## src/rtl/encoder16_4_seq_if.sv

```systemverilog
// encoder16_4_seq_if: word-in / code-out handshake bundle for the sequential 16-to-4 encoder
interface encoder16_4_seq_if;
  logic        e;
  logic [15:0] d;
  logic        in_valid;
  logic        in_ready;
  logic [3:0]  a;
  logic        out_valid;
  logic        out_last;
  logic        out_ready;
  logic        zero_err;
  logic [4:0]  cnt;
  modport master (output e, d, in_valid, out_ready, input in_ready, a, out_valid, out_last, zero_err, cnt);
  modport slave  (input e, d, in_valid, out_ready, output in_ready, a, out_valid, out_last, zero_err, cnt);
endinterface

```

## src/rtl/encoder16_4_seq.sv

```systemverilog
// encoder16_4_seq: emits the 4-bit index of every set bit of a captured 16-bit word, in priority order
module encoder16_4_seq #(
  parameter bit MSB_FIRST = 1'b1
) (
  input  logic clk,
  input  logic rst,
  encoder16_4_seq_if.slave bus
);
  typedef enum logic {IDLE, BUSY} state_t;
  state_t      state_q, state_d;
  logic [15:0] pending_q, pending_d, nxt;
  logic [3:0]  a_q, a_d;
  logic        out_valid_q, out_valid_d, out_last_q, out_last_d, zero_err_q, zero_err_d;
  logic [4:0]  cnt_q, cnt_d;
  function automatic logic [3:0] prio(input logic [15:0] x);
    logic [3:0] p;
    p = '0;
    if (MSB_FIRST) begin
      for (int i = 0; i < 16; i++) if (x[i]) p = 4'(i);
    end else begin
      for (int i = 15; i >= 0; i--) if (x[i]) p = 4'(i);
    end
    return p;
  endfunction
  function automatic logic single(input logic [15:0] x);
    return (x != '0) && ((x & (x - 16'd1)) == '0);
  endfunction
  assign bus.in_ready  = (state_q == IDLE) && bus.e;
  assign bus.a         = a_q;
  assign bus.out_valid = out_valid_q;
  assign bus.out_last  = out_last_q;
  assign bus.zero_err  = zero_err_q;
  assign bus.cnt       = cnt_q;
  assign nxt = pending_q & ~(16'd1 << a_q);
  always_comb begin
    state_d     = state_q;
    pending_d   = pending_q;
    a_d         = a_q;
    out_valid_d = out_valid_q;
    out_last_d  = out_last_q;
    cnt_d       = cnt_q;
    zero_err_d  = 1'b0;
    if (state_q == IDLE) begin
      if (bus.in_valid && bus.in_ready) begin
        if (bus.d != '0) begin
          pending_d   = bus.d;
          a_d         = prio(bus.d);
          out_valid_d = 1'b1;
          out_last_d  = single(bus.d);
          cnt_d       = '0;
          state_d     = BUSY;
        end else zero_err_d = 1'b1;
      end
    end else if (!bus.e) begin
      // abort wins over a same-cycle handshake; the code on a is dropped uncounted
      pending_d   = '0;
      out_valid_d = 1'b0;
      out_last_d  = 1'b0;
      state_d     = IDLE;
    end else if (out_valid_q && bus.out_ready) begin
      cnt_d = cnt_q + 5'd1;
      if (nxt == '0) begin
        out_valid_d = 1'b0;
        out_last_d  = 1'b0;
        state_d     = IDLE;
      end else begin
        pending_d  = nxt;
        a_d        = prio(nxt);
        out_last_d = single(nxt);
      end
    end
  end
  always_ff @(posedge clk) begin
    if (rst) begin
      state_q     <= IDLE;
      pending_q   <= '0;
      a_q         <= '0;
      out_valid_q <= 1'b0;
      out_last_q  <= 1'b0;
      zero_err_q  <= 1'b0;
      cnt_q       <= '0;
    end else begin
      state_q     <= state_d;
      pending_q   <= pending_d;
      a_q         <= a_d;
      out_valid_q <= out_valid_d;
      out_last_q  <= out_last_d;
      zero_err_q  <= zero_err_d;
      cnt_q       <= cnt_d;
    end
  end
endmodule

```

## src/flat_wrapper.sv

```systemverilog
// flat-port wrapper written by rule: the top's interface ports become plain ports
module encoder16_4_seq_flat 
#(
  parameter bit MSB_FIRST = 1'b1
)
  (clk, rst, bus_e, bus_d, bus_in_valid, bus_out_ready, bus_in_ready, bus_a, bus_out_valid, bus_out_last, bus_zero_err, bus_cnt);
  encoder16_4_seq_if bus_i ();
  input  logic clk;
  input  logic rst;
  input wire logic [$bits(bus_i.e)-1:0] bus_e;
  input wire logic [$bits(bus_i.d)-1:0] bus_d;
  input wire logic [$bits(bus_i.in_valid)-1:0] bus_in_valid;
  input wire logic [$bits(bus_i.out_ready)-1:0] bus_out_ready;
  output wire logic [$bits(bus_i.in_ready)-1:0] bus_in_ready;
  output wire logic [$bits(bus_i.a)-1:0] bus_a;
  output wire logic [$bits(bus_i.out_valid)-1:0] bus_out_valid;
  output wire logic [$bits(bus_i.out_last)-1:0] bus_out_last;
  output wire logic [$bits(bus_i.zero_err)-1:0] bus_zero_err;
  output wire logic [$bits(bus_i.cnt)-1:0] bus_cnt;
  assign bus_i.e = bus_e;
  assign bus_i.d = bus_d;
  assign bus_i.in_valid = bus_in_valid;
  assign bus_i.out_ready = bus_out_ready;
  assign bus_in_ready = bus_i.in_ready;
  assign bus_a = bus_i.a;
  assign bus_out_valid = bus_i.out_valid;
  assign bus_out_last = bus_i.out_last;
  assign bus_zero_err = bus_i.zero_err;
  assign bus_cnt = bus_i.cnt;
  encoder16_4_seq #(.MSB_FIRST(MSB_FIRST)) u_core (.clk(clk), .rst(rst), .bus(bus_i));
endmodule
```

## config.mk

```make
export PLATFORM = sky130hd
export DESIGN_NAME = encoder16_4_seq_flat
export DESIGN_NICKNAME = d
export VERILOG_FILES = /design/src/rtl/encoder16_4_seq_if.sv /design/src/rtl/encoder16_4_seq.sv /design/src/flat_wrapper.sv
export SDC_FILE = /design/constraint.sdc
export NUM_CORES = 1
export LEC_CHECK = 0
export CORE_AREA = 2 2 80 82
export CTS_BUF_LIST = sky130_fd_sc_hd__clkbuf_4 sky130_fd_sc_hd__clkbuf_8
export CTS_CLUSTER_SIZE = 14
export DETAILED_ROUTE_END_ITERATION = 10
export DIE_AREA = 0 0 82 84
export GPL_ROUTABILITY_DRIVEN = 0
export PLACE_DENSITY = 0.73
export REMOVE_ABC_BUFFERS = 1
export SLEW_MARGIN = 30
export SYNTH_ARGS = -nofsm -noshare
export SYNTH_HDL_FRONTEND = slang
export SYNTH_SLANG_ARGS = --single-unit
export TNS_END_PERCENT = 50
```

## constraint.sdc

```tcl
create_clock -name clk -period 5.3 [get_ports clk]
set_input_delay 0.795 -clock clk [delete_from_list [all_inputs] [get_ports clk]]
set_output_delay 0.795 -clock clk [all_outputs]
set_load 0.05 [all_outputs]
```

==> flow_results.xml, run 1 <==
<?xml version="1.0" encoding="UTF-8"?>
<metrics>
  <group name="timing">
    <metric name="clock_skew" unit="ns">0.00532</metric>
    <metric name="tightest_slew" unit="ns">0.825</metric>
    <metric name="max_freq" unit="MHz">271</metric>
    <metric name="report.final.slew_viol_count" unit="">0</metric>
    <metric name="timing_hold_violations_final" unit="">0</metric>
    <metric name="grt_setup_unrepaired" unit="">false</metric>
    <metric name="tns" unit="ns">0</metric>
    <metric name="final_period_minus_worst_setup_slack" unit="ns">3.69</metric>
    <metric name="worst_slew_margin_rel" unit="%">44.9</metric>
    <metric name="final.period_utilization" unit="%">69.7</metric>
    <metric name="finalSetupViolations" unit="">0</metric>
  </group>
  <group name="floorplan">
    <metric name="floorplan_core_area" unit="um^2">6100</metric>
    <metric name="num_ports" unit="">34</metric>
    <metric name="design.die.area" unit="um^2">6890</metric>
    <metric name="fp.dieW" unit="um">82</metric>
    <metric name="die-height" unit="um">84</metric>
    <metric name="rows" unit="">29</metric>
    <metric name="initial_core_util" unit="%">38.9</metric>
  </group>
  <group name="synth">
    <metric name="main_combinational_cell_family_by_area_after_synthesis" unit="">compound AO/OA/AOI/OAI gates</metric>
    <metric name="synthAdderAreaFrac" unit="%">1.80</metric>
    <metric name="ys_warn_count" unit="">0</metric>
    <metric name="synth-xor-area-share" unit="%">1.85</metric>
    <metric name="yosys.area_share.simple" unit="%">29.6</metric>
    <metric name="postSynthAreaPerCell" unit="um^2">7.69</metric>
    <metric name="synth_cell_type_count" unit="">69</metric>
    <metric name="sequential_area_share_after_synthesis" unit="%">24.5</metric>
    <metric name="synth_top_area_cell" unit="">dfxtp_1</metric>
    <metric name="synth_ff_type" unit="">dfxtp_1</metric>
    <metric name="synth-edff-count" unit="">0</metric>
    <metric name="syn-cell-area" unit="um^2">2370</metric>
    <metric name="ys_top_cells_by_area" unit="">dfxtp_1 (25%), nor2_1 (5.7%), a21oi_1 (4.4%)</metric>
    <metric name="synth.area.mux_share" unit="%">2.64</metric>
    <metric name="synthesis.instances" unit="">308</metric>
    <metric name="synth-async-reset-ratio" unit="%">0</metric>
    <metric name="synth_compound_gate_area_share" unit="%">34.6</metric>
    <metric name="postSynthRegisterBits" unit="">29</metric>
    <metric name="yosys.area.top_type_share" unit="%">24.5</metric>
  </group>
  <group name="clock_network">
    <metric name="clk_transition_reported_paths" unit="ns">0.07</metric>
    <metric name="cts_num_sinks" unit="">29</metric>
    <metric name="worst_skew_pair.late_latency" unit="ns">0.29</metric>
    <metric name="cts.path.max_buffers" unit="">2</metric>
    <metric name="postCtsSetupRepairBufs" unit="">0</metric>
    <metric name="cts_inserted_buffers" unit="">5</metric>
    <metric name="ctsResizeCount" unit="">0</metric>
    <metric name="clock-root-buffer" unit="">clkbuf_8</metric>
    <metric name="cts-hold-fix-buffers" unit="">0</metric>
    <metric name="ctsHtreeMaxLevel" unit="">2</metric>
    <metric name="tritoncts" unit="">done</metric>
  </group>
  <group name="route">
    <metric name="route.detailed.drc" unit="">0</metric>
    <metric name="detail_route.first_pass.iterations" unit="">5</metric>
    <metric name="vias" unit="">2606</metric>
    <metric name="wl_per_cell" unit="um">17.9</metric>
    <metric name="drt_iter0_drc" unit="">260</metric>
    <metric name="totalWireLength" unit="um">7320</metric>
    <metric name="antenna_violating_nets_post_route" unit="">0</metric>
    <metric name="avgViaCountPerCell" unit="">6.36</metric>
  </group>
  <group name="global_routing">
    <metric name="grt_antenna_before_repair" unit="">0</metric>
    <metric name="globalRouteTotalUtil" unit="%">22.4</metric>
    <metric name="global_route.overflow_total" unit="">0</metric>
    <metric name="largest_net_degree_at_the_start_of_global_routing" unit="">32</metric>
    <metric name="grt_first_pass_wirelength" unit="um">12000</metric>
    <metric name="number_of_global_route_vias_before_repair" unit="">2408</metric>
  </group>
  <group name="layout">
    <metric name="drive_gt1_share" unit="%">10.5</metric>
    <metric name="antenna_cells" unit="">0</metric>
    <metric name="count_of_filler_cells_inserted_in_the_layout" unit="">609</metric>
    <metric name="ff_latch_area" unit="um^2">581</metric>
    <metric name="synthToLayoutAreaGrowth" unit="%">18.4</metric>
    <metric name="mostFrequentLayoutCells" unit="">nor2_1 (36), clkdlybuf4s50_1 (33), dfxtp_1 (29)</metric>
    <metric name="multi_input_area" unit="um^2">1670</metric>
    <metric name="final_common_cell" unit="">nor2_1</metric>
    <metric name="nNetsFinal" unit="">354</metric>
    <metric name="layout.cell_area.non_filler" unit="um^2">2800</metric>
  </group>
  <group name="power_and_ir_drop">
    <metric name="power.density_cell_area" unit="nW/um^2">236</metric>
    <metric name="worst_ir_drop_vdd" unit="mV">0.174</metric>
    <metric name="p_total" unit="mW">0.663</metric>
    <metric name="power.static_leakage" unit="nW">0.891</metric>
  </group>
  <group name="placement">
    <metric name="hpwlAfterDp" unit="um">5530</metric>
    <metric name="numPortBuffers" unit="">33</metric>
    <metric name="cell_area_reported_after_detailed_placement" unit="um^2">2720</metric>
  </group>
  <group name="run">
    <metric name="drv.max_cap_violation_count" unit="">0</metric>
  </group>
  <group name="worst_setup_path">
    <metric name="worst-endpoint-arrival" unit="ns">3.86</metric>
    <metric name="setup.worst_path.end_class" unit="">register</metric>
    <metric name="crit_required" unit="ns">5.47</metric>
    <metric name="worst-setup-path-type" unit="">primary input to register</metric>
    <metric name="critical_path_fanout_max" unit="">23</metric>
    <metric name="cp-start-kind" unit="">primary input</metric>
  </group>
  <group name="hold_path">
    <metric name="type_of_the_most_critical_hold_path" unit="">register to register</metric>
  </group>
  <group name="run_status">
    <metric name="result_of_the_run" unit="">complete, no violations</metric>
  </group>
</metrics>
==> final timing paths <==
kind / endpoint / start / cells after the start / slack, ns
max: u_core.pending_q[8]$_SDFFE_PP0P_ / bus_d[8] / 8 / 1.61
min: u_core.bus.out_valid$_SDFFE_PP0P_ / u_core.bus.out_valid$_SDFFE_PP0P_ / 2 / 0.52
max reg2reg: u_core.pending_q[8]$_SDFFE_PP0P_ / u_core.state_q$_SDFF_PP0_ / 7 / 2.23
min reg2reg: u_core.bus.out_valid$_SDFFE_PP0P_ / u_core.bus.out_valid$_SDFFE_PP0P_ / 2 / 0.52
==> flip-flops by register name (all words and copies together) (netlist names) <==
| register | cells |
|---|---|
| u_core.bus.cnt | 5 |
| u_core.pending_q | 16 |
| u_core.bus.out_valid | 1 |
| u_core.bus.zero_err | 1 |
| u_core.bus.out_last | 1 |
| u_core.bus.a | 4 |
| u_core.state_q | 1 |
==> synth_stat cells, types with 3 or more instances <==
cell type  count
nor2_1        36
dfxtp_1       29
a21oi_1       21
nand2_1       19
o21ai_0       16
nor3_1        15
nand2b_1      11
clkbuf_1      10
inv_1          9
a211oi_1       8
nand3_1        8
o21a_1         8
buf_2          5
o211ai_1       5
o221a_2        5
a31oi_1        4
mux2i_1        4
nand4_1        4
nor2b_1        4
nor4_1         4
o21ai_1        4
o311ai_0       4
o31ai_1        4
maj3_1         3
nor3_2         3
o22ai_1        3
xor2_1         3
==> kinds of logic after synthesis <==
kind of cell,Yosys count
adders and majority gates,4
buffers and inverters,26
muxes,6
DFF,29
and+or+nand+nor,129
AOI/OAI and AO/OA,109
xor gates and xnor gates,5
==> metrics by stage <==
stage | setup WS, ns | util, % | instances | hold WS [ns]
2_1_floorplan | 1.84 | - | 291 | 0.484
3_3_place_gp | 1.53 | 44.6 | 402 | 0.507
3_5_place_dp | 1.38 | 44.6 | 402 | 0.510
4_1_cts | 1.66 | 46.0 | 410 | 0.522
5_1_grt | 1.31 | 46.0 | 410 | 0.550
6_report | 1.61 | 46.0 | 410 | 0.521
==> layout make-up <==
type | instances | area share (%)
multi-input combinational | 253 | 59.5
sequential | 29 | 20.7
timing repair buffer | 34 | 12.0
tap | 77 | 3.44
clock buffer | 5 | 2.45
inverter | 9 | 1.20
clock inverter | 3 | 0.625
==> routing by layer <==
metal / global-route usage, % / wire length [um] / vias to the layer above
li1: - / - / 1234
met1: 29.8 / 3120 / 1192
met2: 35.0 / 3370 / 159
met3: 3.79 / 577 / 21
met4: 9.70 / 260 / 0
met5: 0 / 0 / -
==> worst max-delay path, cell delays in order <==
cell and delay (ns):
clkdlybuf4s50_1 0.64, nor4_2 0.14, nand4_1 0.15, nor2b_1 0.68, o21ai_1 0.38, a41oi_4 0.69, o221a_2 0.34, nor3_2 0.04
==> report_power, final <==
group / switching (mW) / leakage [nW] / total [mW] / internal [mW]
Combinational: 0.133 / 0.610 / 0.221 / 0.0886
Clock: 0.0909 / 0.0439 / 0.181 / 0.0904
Sequential: 0.0279 / 0.237 / 0.260 / 0.232
Power figures use the tool's default switching activity.
==> run 2, diff against run 1 <==
--- a/config.mk
+++ b/config.mk
@@ -11,7 +11,7 @@
 export DETAILED_ROUTE_END_ITERATION = 10
 export DIE_AREA = 0 0 82 84
 export GPL_ROUTABILITY_DRIVEN = 0
-export PLACE_DENSITY = 0.73
+export PLACE_DENSITY = 0.75
 export REMOVE_ABC_BUFFERS = 1
 export SLEW_MARGIN = 30
 export SYNTH_ARGS = -nofsm -noshare
==> constraint.sdc (replaced) <==
create_clock -name clk -period 3.2 [get_ports clk]
set_input_delay 0.48 -clock clk [delete_from_list [all_inputs] [get_ports clk]]
set_output_delay 0.48 -clock clk [all_outputs]
set_load 0.05 [all_outputs]
==> flow_results.xml, run 2 (synthesis gave the netlist of run 1 again) <==
<?xml version="1.0" encoding="UTF-8"?>
<metrics>
  <group name="layout">
    <metric name="synthToLayoutAreaGrowth" unit="%">23.0</metric>
    <metric name="final_common_cell" unit="">nor2_1</metric>
    <metric name="count_of_filler_cells_inserted_in_the_layout" unit="">593</metric>
    <metric name="flip_flop_count_of_the_largest_register_all_copies_and_words_added" unit="">16</metric>
    <metric name="layout.cell_area.non_filler" unit="um^2">2910</metric>
    <metric name="largest-register" unit="">u_core.pending_q</metric>
    <metric name="drive_gt1_share" unit="%">13.1</metric>
    <metric name="antenna_cells" unit="">0</metric>
    <metric name="nNetsFinal" unit="">364</metric>
    <metric name="final_cells" unit="">420</metric>
    <metric name="mostFrequentLayoutCells" unit="">nor2_1 (36), clkdlybuf4s50_1 (33), dfxtp_1 (29)</metric>
  </group>
  <group name="global_routing">
    <metric name="largest_net_degree_at_the_start_of_global_routing" unit="">31</metric>
    <metric name="globalRouteTotalUtil" unit="%">21.7</metric>
    <metric name="number_of_global_route_vias_before_repair" unit="">2354</metric>
    <metric name="grt_first_pass_wirelength" unit="um">11600</metric>
    <metric name="global_route.overflow_total" unit="">0</metric>
    <metric name="grt_antenna_before_repair" unit="">0</metric>
  </group>
  <group name="timing">
    <metric name="timing_hold_violations_final" unit="">0</metric>
    <metric name="final_period_minus_worst_setup_slack" unit="ns">2.91</metric>
    <metric name="report.final.slew_viol_count" unit="">0</metric>
    <metric name="finalSetupViolations" unit="">0</metric>
    <metric name="clock_skew" unit="ns">0.00372</metric>
    <metric name="final.period_utilization" unit="%">91.0</metric>
    <metric name="tns" unit="ns">0</metric>
    <metric name="tightest_slew" unit="ns">0.723</metric>
    <metric name="holdWs" unit="ns">0.522</metric>
    <metric name="grt_setup_unrepaired" unit="">false</metric>
    <metric name="worst_slew_margin_rel" unit="%">51.6</metric>
    <metric name="max_freq" unit="MHz">343</metric>
  </group>
  <group name="floorplan">
    <metric name="fp.dieW" unit="um">82</metric>
    <metric name="rows" unit="">29</metric>
    <metric name="die-height" unit="um">84</metric>
    <metric name="design.die.area" unit="um^2">6890</metric>
    <metric name="initial_core_util" unit="%">38.9</metric>
    <metric name="num_ports" unit="">34</metric>
    <metric name="floorplan_core_area" unit="um^2">6100</metric>
  </group>
  <group name="route">
    <metric name="totalWireLength" unit="um">7230</metric>
    <metric name="antenna_violating_nets_post_route" unit="">0</metric>
    <metric name="route.detailed.drc" unit="">0</metric>
    <metric name="vias" unit="">2636</metric>
    <metric name="avgViaCountPerCell" unit="">6.28</metric>
    <metric name="detail_route.first_pass.iterations" unit="">4</metric>
    <metric name="wl_per_cell" unit="um">17.2</metric>
    <metric name="drt_iter0_drc" unit="">285</metric>
  </group>
  <group name="clock_network">
    <metric name="ctsResizeCount" unit="">0</metric>
    <metric name="cts_inserted_buffers" unit="">5</metric>
    <metric name="cts-hold-fix-buffers" unit="">0</metric>
    <metric name="clk_transition_reported_paths" unit="ns">0.07</metric>
    <metric name="worst_skew_pair.late_latency" unit="ns">0.29</metric>
    <metric name="postCtsSetupRepairBufs" unit="">0</metric>
    <metric name="cts_num_sinks" unit="">29</metric>
    <metric name="cts.path.max_buffers" unit="">2</metric>
    <metric name="ctsHtreeMaxLevel" unit="">2</metric>
    <metric name="clock-root-buffer" unit="">clkbuf_8</metric>
    <metric name="tritoncts" unit="">done</metric>
  </group>
  <group name="worst_setup_path">
    <metric name="critical_path.top_delay_family" unit="">simple AND/OR/NAND/NOR gates</metric>
    <metric name="cp_cell_sequence" unit="">or3b_2 -&gt; o22ai_1 -&gt; nand2_1 -&gt; nor2_2 -&gt; a41oi_4 -&gt; nand2b_1 -&gt; a31oi_1</metric>
    <metric name="crit_required" unit="ns">3.40</metric>
    <metric name="critical-path-slowest-cell" unit="">dfxtp_1</metric>
    <metric name="critical_path_fanout_max" unit="">23</metric>
    <metric name="critical_path_buf_inv_count" unit="">0</metric>
    <metric name="cp-start-kind" unit="">register</metric>
    <metric name="max_stage_delay" unit="ns">0.67</metric>
    <metric name="reg2reg_slack" unit="ns">0.29</metric>
    <metric name="worst-endpoint-arrival" unit="ns">3.11</metric>
    <metric name="worst-setup-path-type" unit="">register to register</metric>
    <metric name="setup.worst_path.end_class" unit="">register</metric>
  </group>
  <group name="hold_path">
    <metric name="type_of_the_most_critical_hold_path" unit="">register to register</metric>
  </group>
  <group name="run">
    <metric name="drv.max_cap_violation_count" unit="">0</metric>
  </group>
  <group name="run_status">
    <metric name="result_of_the_run" unit="">complete, no violations</metric>
  </group>
  <group name="placement">
    <metric name="numPortBuffers" unit="">33</metric>
    <metric name="placed_cells_incl_taps" unit="">412</metric>
    <metric name="hpwlAfterDp" unit="um">5400</metric>
    <metric name="cell_area_reported_after_detailed_placement" unit="um^2">2790</metric>
  </group>
  <group name="power_and_ir_drop">
    <metric name="power.density_cell_area" unit="nW/um^2">417</metric>
    <metric name="power.static_leakage" unit="nW">0.959</metric>
    <metric name="worst_ir_drop_vdd" unit="mV">0.192</metric>
  </group>
</metrics>
run 2: cell type report:
cell class              instances  area (um^2)  share of cell area [%]
multi-input cells             253         1670                    57.3
clock inverters                 1         30.0                    1.03
flip-flops and latches         29          581                    19.9
well taps                      77         96.3                    3.31
clock buffers                   7         90.1                    3.09
repair buffers                 44          413                    14.2
inverters                       9         33.8                    1.16
run 2: worst paths after layout:
kind | from | end | cells after the start
worst max-delay path | u_core.bus.a[1]$_SDFFE_PP0P_ | u_core.pending_q[9]$_SDFFE_PP0P_ | 7
worst min-delay path | u_core.bus.out_valid$_SDFFE_PP0P_ | u_core.bus.out_valid$_SDFFE_PP0P_ | 2
worst max register to register | u_core.bus.a[1]$_SDFFE_PP0P_ | u_core.pending_q[9]$_SDFFE_PP0P_ | 7
worst min register to register | u_core.bus.out_valid$_SDFFE_PP0P_ | u_core.bus.out_valid$_SDFFE_PP0P_ | 2
run 2: layer usage:
metal | GRT usage, % | up-vias | share of wire (%)
met2 | 32.6 | 114 | 46
met3 | 3.68 | 22 | 5.7
met1 | 30.0 | 1249 | 45
li1 | - | 1251 | -
met4 | 9.55 | 0 | 2.8
met5 | 0 | - | 0
run 2: report_power, final:
part / internal, mW / switching (mW)
registers: 0.384 / 0.0377
clock network: 0.262 / 0.149
logic: 0.155 / 0.225
total: 0.802 / 0.412
run 2: worst register-to-register path, stage by stage (launching register included):
cell	delay [ns]
dfxtp_1	0.67
or3b_2	0.53
o22ai_1	0.28
nand2_1	0.17
nor2_2	0.31
a41oi_4	0.40
nand2b_1	0.28
a31oi_1	0.19
run 2: metrics by stage:
stage / power (mW) / util, % / worst slack [ns]
after floorplan: 0.667 / - / 0.0583
after global placement: 0.797 / 45.8 / 0.239
after detailed placement: 0.800 / 45.8 / 0.236
after CTS: 1.21 / 47.8 / 0.336
after global routing: 1.26 / 47.8 / 0.128
final: 1.21 / 47.8 / 0.288
